**config.mk**
```make
export PLATFORM = sky130hd
export DESIGN_NAME = batch_test_sequencer
export DESIGN_NICKNAME = d
export VERILOG_FILES = /design/src/rtl/batch_test_sequencer.sv
export SDC_FILE = /design/constraint.sdc
export NUM_CORES = 1
export LEC_CHECK = 0
export BUFFER_PORTS_ARGS = -buffer_cell sky130_fd_sc_hd__buf_4
export CAP_MARGIN = 20
export CORE_MARGIN = 2
export CORE_UTILIZATION = 30
export DETAILED_ROUTE_END_ITERATION = 6
export GPL_TIMING_DRIVEN = 0
export PLACE_DENSITY = 0.45
export SLEW_MARGIN = 10
export SYNTH_ARGS = -nofsm -noshare
export SYNTH_HDL_FRONTEND = slang
export SYNTH_SLANG_ARGS = --single-unit
```
**constraint.sdc**
```tcl
create_clock -name Clk -period 6.8 [get_ports Clk]
set_input_delay 1.02 -clock Clk [delete_from_list [all_inputs] [get_ports Clk]]
set_output_delay 1.02 -clock Clk [all_outputs]
set_load 0.02 [all_outputs]
```
**src/rtl/batch_test_sequencer.sv**
```systemverilog
// Batch runner for a Start/Ack core: per batch resets the core, preloads inputs, starts it,
// waits for Ack with a timeout, then checks result bytes against an expected ROM and tallies.
module batch_test_sequencer #(
  parameter int DW          = 8,
  parameter int IN_WORDS    = 30,
  parameter int OUT_BASE    = 30,
  parameter int OUT_WORDS   = 30,
  parameter int NUM_BATCHES = 137,
  parameter int VEC_AW      = 12,
  parameter int DM_AW       = 8,
  parameter int TIMEOUT     = 65535,
  parameter int CW          = 16
) (
  input  logic              Clk,
  input  logic              Reset,
  input  logic              Go,
  output logic [VEC_AW-1:0] Vec_Addr,
  input  logic [DW-1:0]     Vec_In,
  input  logic [DW-1:0]     Exp_In,
  output logic              Dm_Wr_En,
  output logic [DM_AW-1:0]  Dm_Addr,
  output logic [DW-1:0]     Dm_Wr_Data,
  input  logic [DW-1:0]     Dm_Rd_Data,
  output logic              Dut_Reset,
  output logic              Dut_Start,
  input  logic              Dut_Ack,
  output logic              Busy,
  output logic              Done,
  output logic [CW-1:0]     Pass_Cnt,
  output logic [CW-1:0]     Fail_Cnt,
  output logic [CW-1:0]     Tmo_Cnt,
  output logic              Err_Valid,
  output logic [CW-1:0]     Err_Batch,
  output logic [DM_AW-1:0]  Err_Addr,
  output logic [DW-1:0]     Err_Exp,
  output logic [DW-1:0]     Err_Got
);

  typedef enum logic [2:0] {
    S_IDLE, S_DUT_RST, S_LOAD, S_START, S_RUN, S_CHECK, S_NEXT, S_DONE
  } state_t;

  state_t      state, state_nxt;
  logic [31:0] cnt;
  logic [31:0] batch;
  logic        cmp_en;
  logic        run_tmo;
  logic        launch;

  always_ff @(posedge Clk or negedge Reset) begin
    if (!Reset) state <= S_IDLE;
    else        state <= state_nxt;
  end

  always_comb begin
    state_nxt  = state;
    Vec_Addr   = '0;
    Dm_Wr_En   = 1'b0;
    Dm_Addr    = '0;
    Dm_Wr_Data = '0;
    Dut_Reset  = 1'b0;
    Dut_Start  = 1'b0;
    Busy       = 1'b1;
    Done       = 1'b0;
    cmp_en     = 1'b0;
    run_tmo    = 1'b0;
    launch     = 1'b0;
    case (state)
      S_IDLE: begin
        Busy   = 1'b0;
        launch = Go;
        if (Go) state_nxt = S_DUT_RST;
      end
      S_DUT_RST: begin
        Dut_Reset = (cnt == 32'd0);
        if (cnt == 32'd1) state_nxt = S_LOAD;
      end
      S_LOAD: begin
        // ROM data lags its address by one cycle, so write k-1 while addressing k
        if (cnt < IN_WORDS) Vec_Addr = VEC_AW'(batch * IN_WORDS + cnt);
        if (cnt != 32'd0) begin
          Dm_Wr_En   = 1'b1;
          Dm_Addr    = DM_AW'(cnt - 32'd1);
          Dm_Wr_Data = Vec_In;
        end
        if (cnt == IN_WORDS) state_nxt = S_START;
      end
      S_START: begin
        Dut_Start = 1'b1;
        state_nxt = S_RUN;
      end
      S_RUN: begin
        if (Dut_Ack) begin
          state_nxt = S_CHECK;
        end else if (cnt == TIMEOUT - 1) begin
          run_tmo   = 1'b1;
          state_nxt = S_NEXT;
        end
      end
      S_CHECK: begin
        if (cnt < OUT_WORDS) begin
          Dm_Addr  = DM_AW'(OUT_BASE + cnt);
          Vec_Addr = VEC_AW'(batch * OUT_WORDS + cnt);
        end
        cmp_en = (cnt != 32'd0);
        if (cnt == OUT_WORDS) state_nxt = S_NEXT;
      end
      S_NEXT: begin
        if (batch + 32'd1 == NUM_BATCHES) state_nxt = S_DONE;
        else                              state_nxt = S_DUT_RST;
      end
      S_DONE: begin
        Busy   = 1'b0;
        Done   = 1'b1;
        launch = Go;
        if (Go) state_nxt = S_DUT_RST;
      end
      default: state_nxt = S_IDLE;
    endcase
  end

  always_ff @(posedge Clk or negedge Reset) begin
    if (!Reset) begin
      cnt       <= '0;
      batch     <= '0;
      Pass_Cnt  <= '0;
      Fail_Cnt  <= '0;
      Tmo_Cnt   <= '0;
      Err_Valid <= 1'b0;
      Err_Batch <= '0;
      Err_Addr  <= '0;
      Err_Exp   <= '0;
      Err_Got   <= '0;
    end else begin
      if (state_nxt != state || state == S_IDLE || state == S_DONE) cnt <= '0;
      else                                                          cnt <= cnt + 32'd1;

      if (launch) begin
        batch     <= '0;
        Pass_Cnt  <= '0;
        Fail_Cnt  <= '0;
        Tmo_Cnt   <= '0;
        Err_Valid <= 1'b0;
        Err_Batch <= '0;
        Err_Addr  <= '0;
        Err_Exp   <= '0;
        Err_Got   <= '0;
      end

      if (state == S_NEXT) batch <= batch + 32'd1;

      if (run_tmo && !(&Tmo_Cnt)) Tmo_Cnt <= Tmo_Cnt + CW'(1);

      if (cmp_en) begin
        if (Dm_Rd_Data == Exp_In) begin
          if (!(&Pass_Cnt)) Pass_Cnt <= Pass_Cnt + CW'(1);
        end else begin
          if (!(&Fail_Cnt)) Fail_Cnt <= Fail_Cnt + CW'(1);
          if (!Err_Valid) begin
            Err_Valid <= 1'b1;
            Err_Batch <= CW'(batch);
            Err_Addr  <= DM_AW'(OUT_BASE + cnt - 32'd1);
            Err_Exp   <= Exp_In;
            Err_Got   <= Dm_Rd_Data;
          end
        end
      end
    end
  end

endmodule

```
# [Word level (Yosys, flattened, before mapping)]
# Index checks and enable logic that the tools add are counted.
# Widths: inputs -> output; s select.
[op_classes] n_reduce_logical=14 n_mul=1 n_lt_le_gt_ge=1 addsub=9 eq_ne=13 n_mux=59
[op_table] operator="$mux 16" count=14
[op_table] operator="$mux 8" count=16
[op_table] operator="$mux 32" count=3
[op_table] operator="$add 32x1->32 const B" count=2
[op_table] operator="$add 16x1->16 const B" count=3
[op_table] operator="$reduce_and 16->1" count=3
[op_table] operator="$eq 32x1->1 const B" count=1
[op_table] operator="$eq 32x16->1 const B" count=1
[op_table] operator="$eq 32x5->1 const B" count=1
[op_table] operator="$eq 32x8->1 const B" count=1
[op_table] operator="$logic_not 32->1" count=1
[op_table] operator="$lt 32x5->1 const B" count=1
[op_table] operator="$mul 32x4->11 const B" count=1
[op_table] operator="$reduce_bool 32->1" count=1
[op_table] operator="$mux 12" count=2
[op_table] operator="$mux 3" count=7
[op_table] operator="$pmux 3 s7" count=1
[op_table] operator="$pmux 8 s2" count=1
[op_table] operator="$sub 8x1->8 const B" count=2
[op_table] operator="$mux 1" count=15
[op_table] operator="$add 12x12->12" count=1
[op_table] operator="$eq 3x3->1 const B" count=4
[op_table] operator="$add 5x8->8 const A" count=1
[op_table] operator="$eq 8x8->1" count=1
[op_table] operator="9 further kinds" count=13
[word_totals] ff_bits=156 output_inout_bits=122 input_bits=28

# [Logic depth before layout (Yosys ltp)]
[depth] word_depth=8 depth_mapped=16 ltp_nobuf=16

# [Least setup slack after synthesis]
# OpenSTA, ideal clock, no wires.
[synth_timing] kind="register to output" startpoint="reg batch[0]" endpoint="out Vec_Addr[11]" arrival_time_ns=3.910 setup_slack_ns=1.870 required_time_ns=5.780 path_stages_with_launch=17 path_cell_list="dfrtp_1 -> fa_1 -> inv_1 -> fa_1 -> inv_1 -> ha_1 -> a21o_1 -> a21oi_1 -> o21bai_1 -> a21oi_1 -> o21ai_0 -> xor2_1 -> ha_1 -> a21o_1 -> a41oi_1 -> xnor3_1 -> nor2_1"
[synth_between] elab_chain_cells=4
[synth_rtl] item="start: declaration" line_no="45" rtl="logic [31:0] batch;"
[synth_rtl] item="start signal: assignment" line_no="150" rtl="if (state == S_NEXT) batch <= batch + 32'd1;"
[synth_rtl] item="$mul 32x4->11" line_no="80, 103"
[synth_rtl] item="$add 12x12->12" line_no="80, 103"
[synth_rtl] item="$mux 12" line_no="80, 101"
[synth_rtl] item="$mux 12"
[synth_rtl] item="end: declaration" line_no="17" rtl="output logic [VEC_AW-1:0] Vec_Addr,"
# Every way passes these cells.

# [Worst setup path in the final report]
# Same ends and word-level chain as after synthesis.

==> impl_metrics.tcl <==
set metrics [dict create \
    die_w_um 188 \
    clk_pin_slew_ns 0.07 \
    tightestPinTransition_ns 1.00 \
    die_height_um 188 \
    wl_per_cell_um 17.5 \
    vias 9203 \
    synthFlopType "dfrtp_1" \
    pin_count 150 \
    dp_hpwl_mm 23.4 \
    drtIter0Drc 541 \
    synth.avg_cell_area_um2 8.56 \
    hold_viol 0 \
    grt_util_all_layers 0.182 \
    ff_latch_area_um2 3900 \
    arrival_ns 4.58 \
    num_antenna_cells 0 \
    dieArea_um2 35300 \
    end_kind "output port" \
    cts-root-buf "clkbuf_16" \
    p_leak_uw 0.00572 \
    syn_to_final_growth_pct 22.6 \
    cts_setup_buffers 0 \
    drt_wl_total_mm 31.8 \
    clock_skew_ns 0.0194 \
    htree_levels 4 \
    worst-path-buf-inv 3 \
    synthCells 1185 \
    status "finished, final reports clean" \
    grtUsageMet2 0.284 \
    synth_edf_count 0 \
    max_stage_delay_ns 0.59 \
    grt_pass1_wl_mm 50.9 \
    via_per_inst 5.08 \
    synth_most_common_cell "dfrtp_1" \
    initial_core_util 0.303 \
    synth_top_area_frac 0.385 \
    clk_path_buf_depth 2 \
    crit_chain "fa_1 > inv_1 > fa_1 > inv_1 > ha_1 > a21o_1 > a21oi_1 > o21bai_1 > a21oi_1 > o21ai_0 > xor2_1 > ha_1 > a21o_1 > a41oi_1 > xnor3_1 > nor2_1 > buf_4" \
    drive_above_1_share 0.152 \
    synth_nets 1271 \
    timing.setup.tns_ns 0 \
    portBuffers 149 \
    final.min_clock_period_ns 5.60 \
    crit_family "adder cells" \
    overflow 0 \
    numClockSinks 156 \
    worstSetupStartpointType "flip-flop" \
    total_power_uw 3320 \
    multi_input_area_um2 5760 \
    final_nets 1440 \
    row_count 67 \
    utilization 0.372 \
    yosys_warnings 0 \
    tritoncts "built" \
    p_per_area_nw_per_um2 267 \
    max_cap_violations 0 \
    hold_path_class "flip-flop to flip-flop" \
    finalMaxSlewViolations 0 \
    r2r_slack_ns 3.30 \
    antenna_found_initial 0 \
    busiest_layer "met2" \
    gr-usage-met1 0.264 \
    reg2reg_from "cnt[0]$_DFF_PN0_" \
    holdCritStartpoint "Err_Exp[6]$_DFF_PN0_" \
    cts-resized-gates 0 \
    rsz0062_at_grt "false" \
    max_freq_mhz 179 \
    vdd_drop_max_uv 196 \
    critPathKind "flip-flop to output port" \
    cpMaxStageDelayCell "fa_1" \
    synthTopCellsByArea "dfrtp_1, ha_1, nand3_1, nand2_1, nor2_1" \
    yosysTopAreaCell "dfrtp_1" \
    async_reset_ff_frac 1.00 \
    clkLatencyLatePin_ns 0.44 \
    worstReg2RegEnd "Err_Batch[13]$_DFF_PN0_" \
    reg2reg_depth 11 \
    synth_cell_types 67 \
    whs_path_depth 2 \
    grt_pass1_vias 8853 \
    cts_made_buffers 17 \
    maxSlewHeadroom 0.328 \
    setup_viol 0 \
    fillers 3442 \
    worstPathMaxFanout 5 \
    drcViolationCount 0 \
    period_share 0.824 \
    ys_seq_elements 156 \
    fp.coreArea_um2 33400 \
    firstDrtPassIters 5 \
    use_met3 0.0281 \
    syn_area_um2 10100 \
    grt_max_degree 92 \
    ctsHoldBuffers 0 \
    place.gp.congestion 0.798 \
    synthTopCellsByCount "dfrtp_1, nand2_1, nor2_1, nand3_1, o21ai_1" \
    hold_end "Err_Exp[6]$_DFF_PN0_" \
    critPathRequiredTime_ns 5.78 \
    ant_nets 0 \
    ys_seq_area_frac 0.385 \
]
## registers in the layout (all words and copies together) (netlist names)
signal	flops
Err_Exp	8
Fail_Cnt	16
Err_Addr	8
Err_Valid	1
Err_Got	8
state	3
Err_Batch	16
Pass_Cnt	16
batch	32
cnt	32
Tmo_Cnt	16
## through the flow
| stage | instances | area [um2] | setup WS (ns) | hold WS [ns] |
|---|---|---|---|---|
| 2_1_floorplan | 1185 | 10100 | 1.87 | 0.485 |
| 4_1_cts | 1813 | 12400 | 1.11 | 0.510 |
| 3_5_place_dp | 1783 | 11900 | 1.60 | 0.490 |
| 6_report | 1813 | 12400 | 1.20 | 0.502 |
| 5_1_grt | 1813 | 12400 | 0.770 | 0.531 |
| 3_3_place_gp | 1782 | 11800 | 1.64 | 0.486 |
## metal layers
| metal | vias up | part of all wire |
|---|---|---|
| li1 | 4532 | - |
| met1 | 4462 | 0.50 |
| met2 | 188 | 0.46 |
| met3 | 21 | 0.032 |
| met4 | 0 | 0.012 |
| met5 | - | 0 |
## cell families (layout without fill, tap and decap cells)
| logic type | Yosys count | in the layout | synth area share |
|---|---|---|---|
| and+or+nand+nor | 512 | 512 | 0.250 |
| AOI/OAI and AO/OA | 238 | 238 | 0.144 |
| DFF | 156 | 156 | 0.385 |
| buffers and inverters | 120 | 300 | 0.0465 |
| xor gates and xnor gates | 89 | 89 | 0.0782 |
| adders and majority gates | 58 | 58 | 0.0834 |
| muxes | 12 | 12 | 0.0122 |
## area by class of cell
class	count	share of cell area
repair buffers	150	0.0928
multi-input cells	909	0.464
clock inverters	10	0.0115
clock buffers	20	0.0351
plain buffers	62	0.0204
inverters	58	0.0175
well taps	448	0.0451
flip-flops and latches	156	0.314
## report_power, final
| part | switching, uW | internal [uW] |
|---|---|---|
| clock | 406 | 575 |
| combinational | 779 | 426 |
| sequential | 106 | 1030 |
| total | 1290 | 2030 |
## worst max-delay path by stage
| stage | start | endpoint | slack [ns] | cells past startpoint |
|---|---|---|---|---|
| floorplan | batch[0]$_DFFE_PN0P_ | Vec_Addr[11] | 1.87 | 16 |
| global placement | batch[0]$_DFFE_PN0P_ | Vec_Addr[11] | 1.64 | 17 |
| detailed placement | batch[0]$_DFFE_PN0P_ | Vec_Addr[11] | 1.60 | 17 |
| CTS | batch[0]$_DFFE_PN0P_ | Vec_Addr[11] | 1.11 | 17 |
| global route | batch[3]$_DFFE_PN0P_ | Vec_Addr[11] | 0.77 | 16 |
| finish | batch[0]$_DFFE_PN0P_ | Vec_Addr[11] | 1.20 | 17 |
## cells in the final DEF (no fill, tap or decap), types with 17 or more instances in the layout
| cell type | instances |
|---|---|
| o21ai_1 | 64 |
| xor2_1 | 48 |
| nor4_1 | 17 |
| ha_1 | 42 |
| dfrtp_1 | 156 |
| o31ai_1 | 17 |
| buf_2 | 17 |
| inv_1 | 57 |
| nor3_1 | 17 |
| o21ai_0 | 48 |
| nand4_1 | 29 |
| buf_4 | 148 |
| nand2_1 | 130 |
| clkbuf_16 | 17 |
| nor2_1 | 118 |
| xnor2_1 | 40 |
| and3_1 | 24 |
| nand3_1 | 98 |
| a21oi_1 | 28 |
| clkbuf_1 | 43 |
## worst register-to-register path, cell delays in order (launching register included)
cell and delay [ns]:
dfrtp_1 0.44, clkbuf_1 0.45, inv_1 0.20, ha_1 0.30
nand2_1 0.18, o31a_1 0.20, clkbuf_1 0.34, nand2_1 0.25
or2_1 0.26, clkbuf_1 0.14, clkbuf_1 0.39, o21ai_1 0.26
No activity file was read; power rests on OpenSTA's default activity.
